===== src/rtl/intcalc_iter.sv =====
// Iterative integer calculation unit: shift-add multiply and restoring divide on
// operand magnitudes with a final sign fix-up, plus single-cycle unary ops.
package intcalc_pkg;

  typedef enum logic [3:0] {
    INT_MUL   = 4'd0,
    INT_DIV   = 4'd1,
    INT_MOD   = 4'd2,
    INT_MULU  = 4'd3,
    INT_DIVU  = 4'd4,
    INT_MODU  = 4'd5,
    INT_MULX  = 4'd6,
    INT_MULUX = 4'd7,
    INT_EXT   = 4'd8,
    INT_EXTB  = 4'd9,
    INT_COM   = 4'd10,
    INT_NEG   = 4'd11
  } intfunc_t;

endpackage

module intcalc_iter
  import intcalc_pkg::*;
#(
  parameter int unsigned WIDTH = 32
) (
  input  logic             clk_i,
  input  logic             rst_i,
  input  logic             flush_i,
  input  logic             in_valid,
  output logic             in_ready,
  input  intfunc_t         func,
  input  logic [WIDTH-1:0] a_i,
  input  logic [WIDTH-1:0] b_i,
  output logic             out_valid,
  input  logic             out_ready,
  output logic [WIDTH-1:0] result_o,
  output logic             div0_o
);

  localparam int unsigned CW = $clog2(WIDTH);
  localparam int unsigned W2 = 2 * WIDTH;

  typedef enum logic [1:0] {
    IDLE  = 2'd0,
    CALC  = 2'd1,
    FIXUP = 2'd2,
    DONE  = 2'd3
  } state_t;

  state_t state, state_next;

  function automatic logic is_iter_op(input intfunc_t f);
    case (f)
      INT_MUL, INT_MULU, INT_MULX, INT_MULUX,
      INT_DIV, INT_DIVU, INT_MOD, INT_MODU: return 1'b1;
      default:                              return 1'b0;
    endcase
  endfunction

  function automatic logic is_div_op(input intfunc_t f);
    case (f)
      INT_DIV, INT_DIVU, INT_MOD, INT_MODU: return 1'b1;
      default:                              return 1'b0;
    endcase
  endfunction

  function automatic logic is_signed_op(input intfunc_t f);
    case (f)
      INT_MUL, INT_MULX, INT_DIV, INT_MOD: return 1'b1;
      default:                             return 1'b0;
    endcase
  endfunction

  // Datapath registers: hi:lo is the product / remainder:quotient pair, dv the
  // multiplicand or divisor magnitude.
  intfunc_t         func_q;
  logic [WIDTH-1:0] a_q;
  logic             bz_q;
  logic             sa_q;
  logic             sb_q;
  logic [WIDTH-1:0] hi;
  logic [WIDTH-1:0] lo;
  logic [WIDTH-1:0] dv;
  logic [CW-1:0]    cnt;

  logic             accept;
  logic             in_sa;
  logic             in_sb;
  logic [WIDTH-1:0] mag_a;
  logic [WIDTH-1:0] mag_b;
  logic [WIDTH-1:0] simple_res;

  always_comb begin
    accept = (state == IDLE) && in_valid && !flush_i;
    in_sa  = is_signed_op(func) && a_i[WIDTH-1];
    in_sb  = is_signed_op(func) && b_i[WIDTH-1];
    mag_a  = in_sa ? -a_i : a_i;
    mag_b  = in_sb ? -b_i : b_i;
  end

  always_comb begin
    simple_res = '0;
    case (func)
      INT_EXT:  simple_res = WIDTH'($signed(b_i[15:0]));
      INT_EXTB: simple_res = WIDTH'($signed(b_i[7:0]));
      INT_COM:  simple_res = ~b_i;
      INT_NEG:  simple_res = -b_i;
      default:  simple_res = '0;
    endcase
  end

  // One iteration step for each algorithm.
  logic [WIDTH:0]   mul_sum;
  logic [WIDTH:0]   div_sh;
  logic             div_ge;
  logic [WIDTH-1:0] div_diff;

  always_comb begin
    mul_sum  = {1'b0, hi} + (lo[0] ? {1'b0, dv} : '0);
    div_sh   = {hi, lo[WIDTH-1]};
    div_ge   = div_sh >= {1'b0, dv};
    div_diff = div_sh[WIDTH-1:0] - dv;
  end

  // Sign fix-up and result selection, committed on the FIXUP -> DONE edge.
  logic [W2-1:0]    prod;
  logic [W2-1:0]    prod_fix;
  logic [WIDTH-1:0] quot;
  logic [WIDTH-1:0] rem;
  logic             fix_div0;
  logic [WIDTH-1:0] fix_res;

  always_comb begin
    prod     = {hi, lo};
    prod_fix = (sa_q ^ sb_q) ? -prod : prod;
    quot     = (sa_q ^ sb_q) ? -lo : lo;
    rem      = sa_q ? -hi : hi;
    fix_div0 = is_div_op(func_q) && bz_q;
    fix_res  = '0;
    case (func_q)
      INT_MUL, INT_MULU:   fix_res = prod_fix[WIDTH-1:0];
      INT_MULX, INT_MULUX: fix_res = prod_fix[W2-1:WIDTH];
      INT_DIV, INT_DIVU:   fix_res = bz_q ? '1 : quot;
      INT_MOD, INT_MODU:   fix_res = bz_q ? a_q : rem;
      default:             fix_res = '0;
    endcase
  end

  always_comb begin
    state_next = state;
    if (flush_i) begin
      state_next = IDLE;
    end else begin
      case (state)
        IDLE:    if (accept) state_next = is_iter_op(func) ? CALC : DONE;
        CALC:    if (cnt == CW'(WIDTH - 1)) state_next = FIXUP;
        FIXUP:   state_next = DONE;
        DONE:    if (out_ready) state_next = IDLE;
        default: state_next = IDLE;
      endcase
    end
  end

  always_ff @(posedge clk_i or negedge rst_i) begin
    if (!rst_i) begin
      state     <= IDLE;
      in_ready  <= 1'b1;
      out_valid <= 1'b0;
    end else begin
      state     <= state_next;
      in_ready  <= (state_next == IDLE);
      out_valid <= (state_next == DONE);
    end
  end

  always_ff @(posedge clk_i or negedge rst_i) begin
    if (!rst_i) begin
      func_q   <= intfunc_t'(4'd0);
      a_q      <= '0;
      bz_q     <= 1'b0;
      sa_q     <= 1'b0;
      sb_q     <= 1'b0;
      hi       <= '0;
      lo       <= '0;
      dv       <= '0;
      cnt      <= '0;
      result_o <= '0;
      div0_o   <= 1'b0;
    end else if (accept) begin
      func_q <= func;
      a_q    <= a_i;
      bz_q   <= (b_i == '0);
      sa_q   <= in_sa;
      sb_q   <= in_sb;
      hi     <= '0;
      cnt    <= '0;
      if (is_div_op(func)) begin
        lo <= mag_a;
        dv <= mag_b;
      end else begin
        lo <= mag_b;
        dv <= mag_a;
      end
      if (!is_iter_op(func)) begin
        result_o <= simple_res;
        div0_o   <= 1'b0;
      end
    end else if (state == CALC && !flush_i) begin
      cnt <= cnt + CW'(1);
      if (is_div_op(func_q)) begin
        hi <= div_ge ? div_diff : div_sh[WIDTH-1:0];
        lo <= {lo[WIDTH-2:0], div_ge};
      end else begin
        hi <= mul_sum[WIDTH:1];
        lo <= {mul_sum[0], lo[WIDTH-1:1]};
      end
    end else if (state == FIXUP && !flush_i) begin
      result_o <= fix_res;
      div0_o   <= fix_div0;
    end
  end

endmodule


===== config.mk =====
export PLATFORM = sky130hd
export DESIGN_NAME = intcalc_iter
export DESIGN_NICKNAME = d
export VERILOG_FILES = /design/src/rtl/intcalc_iter.sv
export SDC_FILE = /design/constraint.sdc
export NUM_CORES = 1
export LEC_CHECK = 0
export CAP_MARGIN = 0
export CORE_MARGIN = 2
export CORE_UTILIZATION = 35
export DETAILED_ROUTE_END_ITERATION = 10
export GPL_ROUTABILITY_DRIVEN = 0
export SYNTH_ARGS = -nofsm -noshare
export SYNTH_HDL_FRONTEND = slang
export SYNTH_SLANG_ARGS = --single-unit

===== constraint.sdc =====
create_clock -name clk_i -period 7.3 [get_ports clk_i]
set_input_delay 0.73 -clock clk_i [delete_from_list [all_inputs] [get_ports clk_i]]
set_output_delay 0.73 -clock clk_i [all_outputs]
set_load 0.01 [all_outputs]

==> flow_summary.yaml <==
run_status:
  status: "complete, no violations"
setup_path:
  cp_data_arrival_time_ps: 4760
  worstPathCellList: "inv_1 > nor2_1 > ha_1 > a21oi_1 > o21ai_0 > or2_2 > a221oi_1 > o21ai_0 > a21oi_1 > o21ba_2 > xnor2_1 > a222oi_1 > o21ai_0"
  crit_path_frequent_cell: "o21ai_0"
  cp_max_fo: 33
  worstSetupPathType: "reg2reg"
  slowest_delay_ps: 820
  endpoint_kind: "flip-flop"
  startpoint_type: "flip-flop"
  required_ps: 7640
  cp_slowest_cell: "inv_1"
route:
  vias: 17464
  drc_errors: 0
  antenna_left: 0
  routed_wl_um: 65800
  first_iter_violations: 2524
  viasPerCell: 5.95
  dr.pass1.iters: 6
  wl_per_cell_um: 22.4
logic_synthesis:
  synth_nets: 2463
  synth_seq_cells: 177
  postSynthAreaPerCell_um2: 7.25
  synth_ff_type: "dfrtp_1"
  synth_area_mm2: 0.0168
  ys_types: 86
  synth_edf_count: 0
  synthArstFlopShare_pct: 100
  yosysSeqAreaShare_pct: 26.3
  ys_warn_count: 0
  synth_cells: 2318
sta:
  hold_viol: 0
  worst_pin_slew_ps: 1170
  max_freq_mhz: 226
  fin_crit_ps: 4420
  setup_viol: 0
  rsz0062_at_grt: "false"
  maxSlewViolCount: 0
  max_slew_margin_pct: 21.6
  fin_skew_ps: 14.4
  tns_ps: 0
  fin_crit_sh_pct: 60.6
layout:
  nets: 2449
  finalInstanceArea_mm2: 0.0188
  drive_above_1_share_pct: 4.36
  most-common-layout-cells: "nand2_1 (382), a21oi_1 (247), o21ai_0 (222)"
  syn2layout_area_growth_pct: 12.0
  layout_commonest_cell: "nand2_1"
  fillCellCount: 4899
floorplanning:
  io_pins: 108
  die-area_mm2: 0.0498
  die_w_um: 223
  die_y_um: 223
  rows: 80
  core_area_mm2: 0.0475
  initial_core_util_pct: 35.4
grt:
  grt_max_degree: 89
  grt_usage_pct: 26.4
  overflow: 0
  grt_pass1_vias: 15994
  grt_pass1_wl_um: 99700
  antenna_found_initial: 2
clocking:
  cts_tree: "built"
  cts_htree_levels: 4
  numCtsBuffers: 17
  clock-sinks: 177
  ctsResizeCount: 0
  clockBufferDepth: 2
  cts-hold-fix-buffers: 0
  clk_latency_ps: 480
  cts_setup_buffers: 0
  cts_root_buf: "clkbuf_16"
  path_clk_slew_ps: 70
pwr:
  p_per_area_mw_per_mm2: 380
  irDropWorstVdd_uv: 197
  leakage_nw: 7.88
hold_path:
  hold_class: "in2async"
place:
  hpwl_um: 50300
  port_buffers: 107
  place_area_mm2: 0.0183
job:
  drv_cap: 0
-- per-layer routing --
metal  up-vias  share of wire [%]  track usage [%]
met5         -              0.020           0.0978
met4         2                5.0             12.8
met3       122                9.0             5.11
met2       921                 42             38.3
met1      8256                 44             37.3
li1       8163                  -                -
-- worst max-delay path: cells and delay by family (launching register included) --
kind	cells	cell delay [ps]
AOI/OAI and AO/OA	8	2070
adders and majority gates	1	400
and+or+nand+nor	2	460
DFF	1	470
xor gates and xnor gates	1	60
buffers and inverters	1	820
-- where the power goes --
part           internal [W]  switching (W)
sequential          0.00129       0.000610
combinational       0.00170        0.00262
clock              0.000506       0.000433
total               0.00350        0.00367
-- logic make-up after synthesis --
logic type	synth area share (%)
simple gates	22.2
compound gates	27.2
buf+inv	5.50
xor+xnor	12.2
flops	26.3
fa+ha+maj	5.45
mux	1.20
-- final cells by class --
cell class	count	area, um2	share of cell area (%)
Clock inverter	12	133	0.704
Tap cell	615	769	4.08
Timing Repair Buffer	131	1250	6.66
Sequential cell	177	4430	23.5
Multi-Input combinational cell	1905	11500	61.3
Antenna cell	1	2.50	0.0133
Inverter	72	270	1.43
Clock buffer	20	437	2.32
-- synth_stat cells (31+ instances only) --
cell type,instances,share of area [%]
inv_1,69,1.5
a21o_1,44,2.0
ha_1,70,5.2
nand3_1,44,1.3
nor3_1,40,1.2
a21oi_1,247,7.4
dfrtp_1,176,26
a31oi_1,31,1.2
xor2_1,103,5.4
xnor2_1,131,6.8
nor2_1,215,4.8
clkbuf_1,136,3.0
o21ai_0,222,6.6
nand2_1,382,8.5
o211ai_1,45,2.0
-- sequential cells by signal, summed over array words and instances, names as in the netlist --
signal,flops
a_q,32
dv,32
hi,32
lo,32
result_o,32
cnt,5
func_q,4
state,2
bz_q,1
div0_o,1
in_ready,1
out_valid,1
sa_q,1
sb_q,1
-- final timing paths --
kind                            cells after the start  slack (ps)                  end           startpoint
worst min-delay path                                1         320   state[0]$_DFF_PN0_                rst_i
worst min register to register                      2         480  a_q[28]$_DFFE_PN0P_  a_q[28]$_DFFE_PN0P_
worst max register to register                     13        2880   hi[28]$_DFFE_PN0P_    lo[0]$_DFFE_PN0P_
min in group clk_i                                  2         480  a_q[28]$_DFFE_PN0P_  a_q[28]$_DFFE_PN0P_
worst max-delay path                               13        2880   hi[28]$_DFFE_PN0P_    lo[0]$_DFFE_PN0P_
max in group asynchronous                           2        5700   lo[10]$_DFFE_PN0P_                rst_i
-- stage by stage --
| step | util (%) | total power [W] | instances | setup slack [ps] | hold slack, ps |
|---|---|---|---|---|---|
| 2_1_floorplan | - | 0.00475 | 2318 | 4040 | 434 |
| 3_3_place_gp | 38.4 | 0.00602 | 2900 | 2940 | 466 |
| 3_5_place_dp | 38.4 | 0.00608 | 2900 | 2870 | 470 |
| 4_1_cts | 39.6 | 0.00704 | 2932 | 2880 | 345 |
| 5_1_grt | 39.6 | 0.00768 | 2933 | 2440 | 370 |
| 6_report | 39.6 | 0.00717 | 2933 | 2880 | 320 |
(Power assumes the default switching activity.)
